$ cat src/rtl/output_arbiter.sv
// Three-input round-robin arbiter (cw, ccw, pe) feeding a single-entry output register.
// Define OUTPUT_ARBITER_HOP_DEC_EN to decrement (saturating) the hop field on capture.
module output_arbiter #(
    parameter int DATA_W  = 64,
    parameter int HOP_LSB = 48
) (
    input  logic                  clk,
    input  logic                  reset,
    input  logic                  arb_en,
    input  logic [2:0]            req_si,
    input  logic [3*DATA_W-1:0]   req_di,
    output logic [2:0]            req_ri,
    output logic                  out_so,
    input  logic                  out_ro,
    output logic [DATA_W-1:0]     out_do
);

    localparam logic [0:0] EMPTY = 1'b0;
    localparam logic [0:0] FULL  = 1'b1;

    logic [0:0]        state_q, state_d;
    logic [DATA_W-1:0] out_do_q, out_do_d;
    logic [1:0]        rr_ptr_q, rr_ptr_d;

    logic [1:0]        ptr_eff;
    logic [2:0]        grant;
    logic [1:0]        grant_idx;
    logic              can_accept;
    logic              rel;
    logic              capture;
    logic [DATA_W-1:0] sel_flit;
    logic [DATA_W-1:0] stored_flit;
`ifdef OUTPUT_ARBITER_HOP_DEC_EN
    logic [7:0]        hop;
`endif

    // An out-of-range pointer value of 3 behaves exactly like 0.
    always_comb begin
        ptr_eff   = (rr_ptr_q == 2'd3) ? 2'd0 : rr_ptr_q;
        grant     = 3'b000;
        grant_idx = 2'd0;
        case (ptr_eff)
            2'd1: begin
                if (req_si[1])      begin grant = 3'b010; grant_idx = 2'd1; end
                else if (req_si[2]) begin grant = 3'b100; grant_idx = 2'd2; end
                else if (req_si[0]) begin grant = 3'b001; grant_idx = 2'd0; end
            end
            2'd2: begin
                if (req_si[2])      begin grant = 3'b100; grant_idx = 2'd2; end
                else if (req_si[0]) begin grant = 3'b001; grant_idx = 2'd0; end
                else if (req_si[1]) begin grant = 3'b010; grant_idx = 2'd1; end
            end
            default: begin
                if (req_si[0])      begin grant = 3'b001; grant_idx = 2'd0; end
                else if (req_si[1]) begin grant = 3'b010; grant_idx = 2'd1; end
                else if (req_si[2]) begin grant = 3'b100; grant_idx = 2'd2; end
            end
        endcase
    end

    always_comb begin
        can_accept = arb_en & (~state_q[0] | out_ro);
        rel        = arb_en & state_q[0] & out_ro;
        req_ri     = reset ? 3'b000 : (grant & {3{can_accept}});
        capture    = |req_ri;
    end

    always_comb begin
        case (grant_idx)
            2'd1:    sel_flit = req_di[1*DATA_W +: DATA_W];
            2'd2:    sel_flit = req_di[2*DATA_W +: DATA_W];
            default: sel_flit = req_di[0 +: DATA_W];
        endcase
    end

`ifdef OUTPUT_ARBITER_HOP_DEC_EN
    // Hop count saturates at zero rather than wrapping to 8'hFF.
    always_comb begin
        hop         = sel_flit[HOP_LSB +: 8];
        stored_flit = sel_flit;
        if (hop != 8'd0) begin
            stored_flit[HOP_LSB +: 8] = hop - 8'd1;
        end
    end
`else
    always_comb begin
        stored_flit = sel_flit;
    end
`endif

    // A capture wins over a release, giving bubble-free pass-through when FULL.
    always_comb begin
        state_d  = state_q;
        out_do_d = out_do_q;
        rr_ptr_d = rr_ptr_q;
        if (capture) begin
            state_d  = FULL;
            out_do_d = stored_flit;
            case (grant_idx)
                2'd0:    rr_ptr_d = 2'd1;
                2'd1:    rr_ptr_d = 2'd2;
                default: rr_ptr_d = 2'd0;
            endcase
        end else if (rel) begin
            state_d = EMPTY;
        end
    end

    always_ff @(posedge clk) begin
        if (reset) begin
            state_q  <= EMPTY;
            out_do_q <= '0;
            rr_ptr_q <= 2'd0;
        end else begin
            state_q  <= state_d;
            out_do_q <= out_do_d;
            rr_ptr_q <= rr_ptr_d;
        end
    end

    assign out_so = state_q[0];
    assign out_do = out_do_q;

endmodule

$ cat config.mk
export PLATFORM = sky130hd
export DESIGN_NAME = output_arbiter
export DESIGN_NICKNAME = d
export VERILOG_FILES = /design/src/rtl/output_arbiter.sv
export SDC_FILE = /design/constraint.sdc
export NUM_CORES = 1
export LEC_CHECK = 0
export CAP_MARGIN = 15
export CORE_MARGIN = 2
export CORE_UTILIZATION = 37
export DETAILED_ROUTE_END_ITERATION = 16
export PLACE_DENSITY = 0.86
export REMOVE_ABC_BUFFERS = 1
export SLEW_MARGIN = 10
export SYNTH_ARGS = -nofsm -noshare
export SYNTH_HDL_FRONTEND = slang
export SYNTH_SLANG_ARGS = --single-unit
$ cat constraint.sdc
create_clock -name clk -period 3.34 [get_ports clk]
set_clock_uncertainty 0.1 [all_clocks]
set_input_delay 0.334 -clock clk [delete_from_list [all_inputs] [get_ports clk]]
set_output_delay 0.334 -clock clk [all_outputs]
set_load 0.1 [all_outputs]
======== Word-level counts from Yosys, hierarchy flattened ========
Cells that the tools add are included.
storage, ports and cells
  register bits after elaboration ......... 67
  output and inout port bits .............. 68
  logic and storage cells ................. 40
operators by class
  equality and inequality tests ........... 5
  mux-type cells .......................... 23
  bitwise gates (word level) .............. 6
  reduce and logical (&&, ||, !) cells .... 3
operators with widths
  operator              number
  $pmux W64 S2          1
  $mux W3               7
  $mux W2               7
  $pmux W2 S2           2
  $eq A2 B2 Y1 const B  3
  $pmux W3 S2           1
  $mux W1               5
  $eq A2 B1 Y1 const B  2
  $and A1 B1 Y1         3
  $and A3 B3 Y3         1
  $reduce_or A3 Y1      1
  $logic_not A2 Y1      1
  $reduce_bool A2 Y1    1
  $not A1 Y1            1
  $or A1 B1 Y1          1

======== Logic depth before layout (Yosys ltp) ========
Gate-level depths: netlist of run 1.
  depth in word-level cells ............... 8
  gate-level depth with buffers ........... 14
  mapped depth without buffers ............ 11

======== Worst setup path after synthesis of run 1 ========
OpenSTA, ideal clock, no wires.
  kind .................................... flip-flop to output port
  from .................................... register state_q (netlist: out_so)
  to ...................................... output port req_ri[1]
  arrival time ............................ 2,578 ps
  required time ........................... 2,906 ps
  path slack .............................. 328 ps
  cell stages (with the launch flop) ...... 6
  cell sequence ........................... dfxtp_1 -> nand2b_1 -> nand3b_1 -> buf_2 -> buf_2 -> nor2_1
between the ends
  cells in the longest elaborated chain, start to end .. 5
ends and longest elaborated chain
  element                 line  text
  start, declared         21    logic [0:0] state_q, state_d;
  start signal, assigned  115   state_q <= state_d;
  $not A1 Y1              62    can_accept = arb_en & (~state_q[0] | out_ro);
  $or A1 B1 Y1            62
  $and A1 B1 Y1           62
  $and A3 B3 Y3           64    req_ri = reset ? 3'b000 : (grant & {3{can_accept}});
  $mux W3                 64
  end, declared           12    output logic [2:0] req_ri,
Every way passes these cells.

======== Final worst setup path of run 1 ========
  from .................................... register rr_ptr_q[0]
  to ...................................... register out_do_q[27] (netlist: out_do[27])
between the ends
  cells in the longest elaborated chain, start to end .. 7
  elaborated cells on any way between the ends .. 12
  classes of those cells .................. eq/ne (5); mux (5); bitwise (1); reduce/logical (1)
ends and longest elaborated chain
  element                                              line  text
  start, declared                                      23    logic [1:0] rr_ptr_q, rr_ptr_d;
  start signal, assigned                               117   rr_ptr_q <= rr_ptr_d;
  $eq A2 B2 Y1                                         39    ptr_eff = (rr_ptr_q == 2'd3) ? 2'd0 : rr_ptr_q;
  $mux W2 *                                            39
  $eq A2 B2 Y1 / $eq A2 B1 Y1 (equally long branches)  42    case (ptr_eff)
  $pmux W3 S2                                          42
  $and A3 B3 Y3                                        64
  $mux W3                                              64
  $reduce_or A3 Y1                                     65    capture = |req_ri;
  end signal, assigned                                 116   out_do_q <= out_do_d;
  end, declared                                        22    logic [DATA_W-1:0] out_do_q, out_do_d;
Every way passes the cells marked *; elsewhere a longest branch is shown, timed or not.
A chain may end at the register's enable or synchronous reset.

==> flow_metrics.tcl, run 1 <==
set metrics [dict create \
    status "finished clean" \
    synthSimpleGateAreaFrac 0.160 \
    period_share 0.884 \
    fmax_mhz 339 \
    grt.overflow.total 0 \
    io_pins 267 \
    cts.hold.buffers_added 0 \
    core-area_mm2 0.0108 \
    cts_resized 0 \
    dp_hpwl_um 10900 \
    grt_pass1_wl_um 22200 \
    maxSlewHeadroom 0.297 \
    switching_power_mw 1.18 \
    cp-start-kind "flop" \
    p_comb_frac 0.483 \
    cellPowerDensity_mw_per_mm2 409 \
    setup_viol 0 \
    nets 984 \
    viasPerCell 5.47 \
    syn_inst 555 \
    p_int_mw 1.62 \
    htree_levels 3 \
    tns_ns 0 \
    tritoncts "yes" \
    cts_setup_buffers 0 \
    drc 0 \
    drt-total-wl_um 14600 \
    avgSynthCellArea_um2 7.34 \
    syn_area_mm2 0.00407 \
    final_core_util 0.634 \
    grt_max_degree 75 \
    start_util 0.377 \
    synth_fa_ha_area_frac 0.0184 \
    power_mw 2.80 \
    cp_max_fo 64 \
    ys_warn_count 0 \
    area_delta_synth_final_pct 67.9 \
    placed_cell_area_mm2 0.00668 \
    drt_pre_antenna_iters 5 \
    min_path_type "reg2reg" \
    tightest_slew_ns 1.05 \
    required_ns 3.49 \
    final_cells 924 \
    cts.sinks 67 \
    drive_gt1_frac 0.0626 \
    synth_top_family_by_area "compound AO/OA/AOI/OAI gates" \
    clk_latency_ns 0.32 \
    finalHoldViolations 0 \
    worst_ir_drop_vdd_v 0.000307 \
    design_area_mm2 0.00684 \
    cts_buffers 9 \
    p_seq_frac 0.315 \
    grt_usage 0.235 \
    muxShareOfSynthArea 0 \
    ant_nets 0 \
    clkPwrFrac 0.202 \
    path_clk_slew_ns 0.07 \
    dp_cells 908 \
    finalWeightedCongestion 0.841 \
    drv_slew 0 \
    io_buffer_count 266 \
    rsz0062_at_grt "false" \
    min_period_ns 2.95 \
    crit_arrival_ns 3.11 \
    die_area_mm2 0.0119 \
    clockRootBuffer "clkbuf_8" \
    grt_pass1_vias 4785 \
    p_leak_nw 2.36 \
    pre_cts_ws_ns 0.141 \
    synth_compound_area_frac 0.387 \
    wire_per_inst_um 15.8 \
    die_w_um 109 \
    die_h_um 109 \
    drv_cap 0 \
    synth_seq_cells 67 \
    worst_setup_path_end_kind "flop" \
    antenna_found_initial 2 \
    synth_xor_area_frac 0 \
    num_rows 38 \
    yosys.cell_types.count 30 \
    switching_share 0.421 \
    critPathKind "reg2reg" \
    r2r_slack_ns 0.39 \
    vias 5052 \
    cts_max_path_buffers 2 \
    finalWorstSetupSlack_ns 0.389 \
    ys_seq_area_frac 0.329 \
    worst_hold_slack_ns 0.373 \
    drtIter0Drc 244 \
]
[cells by family after synthesis]
logic type | Yosys count
AOI/OAI and AO/OA | 267
adders and majority gates | 6
DFF | 67
buffers and inverters | 71
and+or+nand+nor | 144
[final timing paths]
path / to / startpoint / cells past startpoint
max: out_do[27] / rr_ptr_q[0] / 11
min: out_do[58] / out_do[58] / 2
min reg2reg: out_do[58] / out_do[58] / 2
max reg2reg: out_do[27] / rr_ptr_q[0] / 11
[power by group through the flow]
stage,Combinational (mW),Sequential (mW),Clock [mW]
after floorplan,0.451,1.26,0
after global placement,1.33,0.897,0
after detailed placement,1.35,0.900,0
after CTS,1.36,0.882,0.586
after global routing,1.45,0.888,0.624
final,1.35,0.882,0.564
[sequential cells by signal, summed over array words and instances, names as in the netlist]
signal,cells
out_do,64
rr_ptr_q,2
out_so,1
[critical path, stage by stage (launching register included)]
cell and delay, ns:
dfxtp_1 0.31, inv_1 0.08, ha_1 0.22, or2b_1 0.25, a21oi_1 0.13, o21ai_0 0.20, inv_1 0.20, ha_4 0.63
a22oi_1 0.22, o21ai_0 0.24, nand3_1 0.12, a21oi_1 0.15
[layer usage]
metal | track usage | part of all wire | vias to the layer above
met5 | 0 | 0.00089 | -
met4 | 0.111 | 0.028 | 2
met3 | 0.0753 | 0.088 | 40
met2 | 0.431 | 0.52 | 242
met1 | 0.240 | 0.36 | 2304
li1 | - | - | 2464
[area by class of cell]
cell class	count	area, um2
fill	914	3950
timing repair buffer	278	2820
multi-input combinational	417	2320
sequential	67	1340
tap	140	175
clock buffer	12	145
inverter	6	22.5
clock inverter	3	15.0
antenna	1	2.50
[cells in the final DEF, fill, tap and decap left out, types with 3 or more instances in the layout]
master and n:
a21oi_2 11, nor2_1 4, ha_1 4, inv_1 6, clkinv_2 3, buf_4 9, dfxtp_1 67, o21ai_1 48
buf_12 6, a21oi_1 55, nand3_1 66, a22oi_1 65, o21ai_0 81, clkbuf_8 10, clkdlybuf4s50_1 262, nand2_1 66
[synth_stat cells]
cell type	n	area, um2
and3_1	1	6.26
nand2_1	66	248
o21ai_0	81	405
o31ai_1	2	15.0
dfxtp_1	67	1340
o31a_1	1	8.76
a21oi_1	55	275
buf_6	4	45.0
buf_4	1	7.51
o31ai_4	1	21.3
buf_1	6	22.5
clkbuf_2	4	20.0
o21ai_1	48	240
nand3_1	66	330
or2b_1	1	7.51
nor2_1	4	15.0
nand2b_1	1	6.26
ha_1	6	75.1
o21ai_2	2	17.5
a22oi_1	65	488
and3b_1	1	8.76
or3_4	1	11.3
buf_12	6	120
inv_1	6	22.5
buf_2	19	95.1
clkbuf_1	25	93.8
nor2b_1	2	12.5
a21bo_2	1	10.0
nand3b_1	1	7.51
a21oi_2	11	96.3
No activity file was read; power rests on OpenSTA's default activity.
==> run 2, diff against run 1 <==
--- a/config.mk
+++ b/config.mk
@@ -8,10 +8,11 @@
 export CAP_MARGIN = 15
 export CORE_MARGIN = 2
 export CORE_UTILIZATION = 37
+export CTS_CLUSTER_DIAMETER = 60
 export DETAILED_ROUTE_END_ITERATION = 16
 export PLACE_DENSITY = 0.86
 export REMOVE_ABC_BUFFERS = 1
-export SLEW_MARGIN = 10
+export SLEW_MARGIN = 40
 export SYNTH_ARGS = -nofsm -noshare
 export SYNTH_HDL_FRONTEND = slang
 export SYNTH_SLANG_ARGS = --single-unit
==> run 2 against run 1 <==
  * Clock power increased by 12%
  * Sequential power barely moved
  * Fmax up 1.2%
  * Cell count is 0.11% higher
  * Setup slack better by 0.036 ns
  * Cell area is 4.3% lower
  * First-iteration DRC count is 4.1% higher
  * Sequential share of layout area rose by 0.88 points
  * Combinational power fell by 3%
  * Critical path depth stayed put
  * Global-route usage is 0.069 points higher
  * Largest power group unchanged
==> flow_metrics.tcl, run 2 (synthesis gave the netlist of run 1 again) <==
set metrics [dict create \
    clk_latency_ns 0.33 \
    path_clk_slew_ns 0.07 \
    grt_pass1_wl_um 22200 \
    rsz0062_at_grt "false" \
    slowest_delay_ns 0.63 \
    area_delta_synth_final_pct 60.7 \
    cts_max_path_buffers 2 \
    viasPerCell 5.44 \
    clockRootBuffer "clkbuf_8" \
    io_pins 267 \
    min_period_ns 2.92 \
    htree_levels 3 \
    cts_setup_buffers 0 \
    die_h_um 109 \
    grt_pass1_vias 4780 \
    status "finished clean" \
    drv_cap 0 \
    grt.overflow.total 0 \
    largest_reg_flops 64 \
    grt_max_degree 75 \
    placed_cell_area_mm2 0.00635 \
    io_buffer_count 266 \
    drt_pre_antenna_iters 5 \
    period_share 0.873 \
    path_cells "inv_1 > ha_1 > or2b_1 > a21oi_1 > o21ai_0 > inv_1 > ha_4 > a22oi_1 > o21ai_0 > nand3_1 > a21oi_1" \
    multi_input_area_mm2 0.00232 \
    design_area_mm2 0.00655 \
    tightest_slew_ns 0.767 \
    crit_arrival_ns 3.08 \
    num_rows 38 \
    cp-start-kind "flop" \
    min_path_type "reg2reg" \
    cts.hold.buffers_added 0 \
    cts_buffers 9 \
    wire_per_inst_um 15.7 \
    p_leak_nw 2.50 \
    cp_slowest_cell "ha_4" \
    required_ns 3.50 \
    drt-total-wl_um 14600 \
    nets 984 \
    cts.sinks 67 \
    cp_max_fo 64 \
    worst_ir_drop_vdd_v 0.000302 \
    tns_ns 0 \
    drc 0 \
    cellPowerDensity_mw_per_mm2 431 \
    dp_hpwl_um 10800 \
    die_w_um 109 \
    vias 5034 \
    seqCellArea_mm2 0.00134 \
    grt_usage 0.236 \
    antenna_found_initial 1 \
    critPathKind "reg2reg" \
    drv_slew 0 \
    die_area_mm2 0.0119 \
    maxSlewHeadroom 0.489 \
    drtIter0Drc 254 \
    core-area_mm2 0.0108 \
    ant_nets 0 \
    worst_setup_path_end_kind "flop" \
    fillCellCount 953 \
    finalWeightedCongestion 0.841 \
    final_cell_mix "clkdlybuf4s50_1, o21ai_0, dfxtp_1" \
    cts_resized 0 \
    tritoncts "yes" \
    setup_viol 0 \
    drive_gt1_frac 0.147 \
    fmax_mhz 343 \
    finalHoldViolations 0 \
    start_util 0.377 \
    final_common_cell "clkdlybuf4s50_1" \
]
[run 2: final timing paths]
kind	slack [ns]	depth (start not counted)	from	endpoint
worst max-delay path	0.42	11	rr_ptr_q[0]	out_do[7]
worst min-delay path	0.37	2	out_do[41]	out_do[41]
worst max register to register	0.42	11	rr_ptr_q[0]	out_do[7]
worst min register to register	0.37	2	out_do[41]	out_do[41]
[run 2: final cells by class]
cell class | count | area share
antenna | 1 | 0.000382
clock buffer | 15 | 0.0285
clock inverter | 1 | 0.000765
inverter | 6 | 0.00344
multi-input combinational | 417 | 0.355
sequential | 67 | 0.205
tap | 140 | 0.0268
timing repair buffer | 278 | 0.380
[run 2: report_power, final]
part           switching [mW]  total [mW]  internal, mW
clock                   0.284       0.634         0.351
combinational           0.867        1.31         0.438
sequential             0.0276       0.881         0.854
[run 2: stage by stage]
| stage | power, mW | std cells | hold slack, ns | setup WS (ns) | utilization |
|---|---|---|---|---|---|
| final | 2.82 | 925 | 0.373 | 0.425 | 0.607 |
| after global routing | 2.97 | 925 | 0.399 | 0.165 | 0.607 |
| after CTS | 2.84 | 924 | 0.374 | 0.429 | 0.606 |
| after detailed placement | 2.20 | 908 | 0.365 | 0.183 | 0.589 |
| after global placement | 2.22 | 908 | 0.353 | 0.357 | 0.619 |
| after floorplan | 1.71 | 490 | 0.296 | -0.812 | - |
[run 2: layer usage]
layer,part of all wire,global-route usage,wire length (um)
met1,0.37,0.257,5330
met2,0.52,0.427,7610
met3,0.082,0.0502,1200
met4,0.030,0.119,432
met5,0,0,0
[run 2: critical path: cells and delay by family, from the launching register on]
family | cells | cell delay (ns)
compound gates | 5 | 0.90
fa+ha+maj | 2 | 0.87
simple gates | 2 | 0.36
flops | 1 | 0.31
buf+inv | 2 | 0.29
==> run 3, diff against run 2 <==
--- a/config.mk
+++ b/config.mk
@@ -5,7 +5,7 @@
 export SDC_FILE = /design/constraint.sdc
 export NUM_CORES = 1
 export LEC_CHECK = 0
-export CAP_MARGIN = 15
+export ABC_AREA = 0
 export CORE_MARGIN = 2
 export CORE_UTILIZATION = 37
 export CTS_CLUSTER_DIAMETER = 60
==> results of run 3 <==
No change in the layout: final DEF, timing and power equal those of run 2.
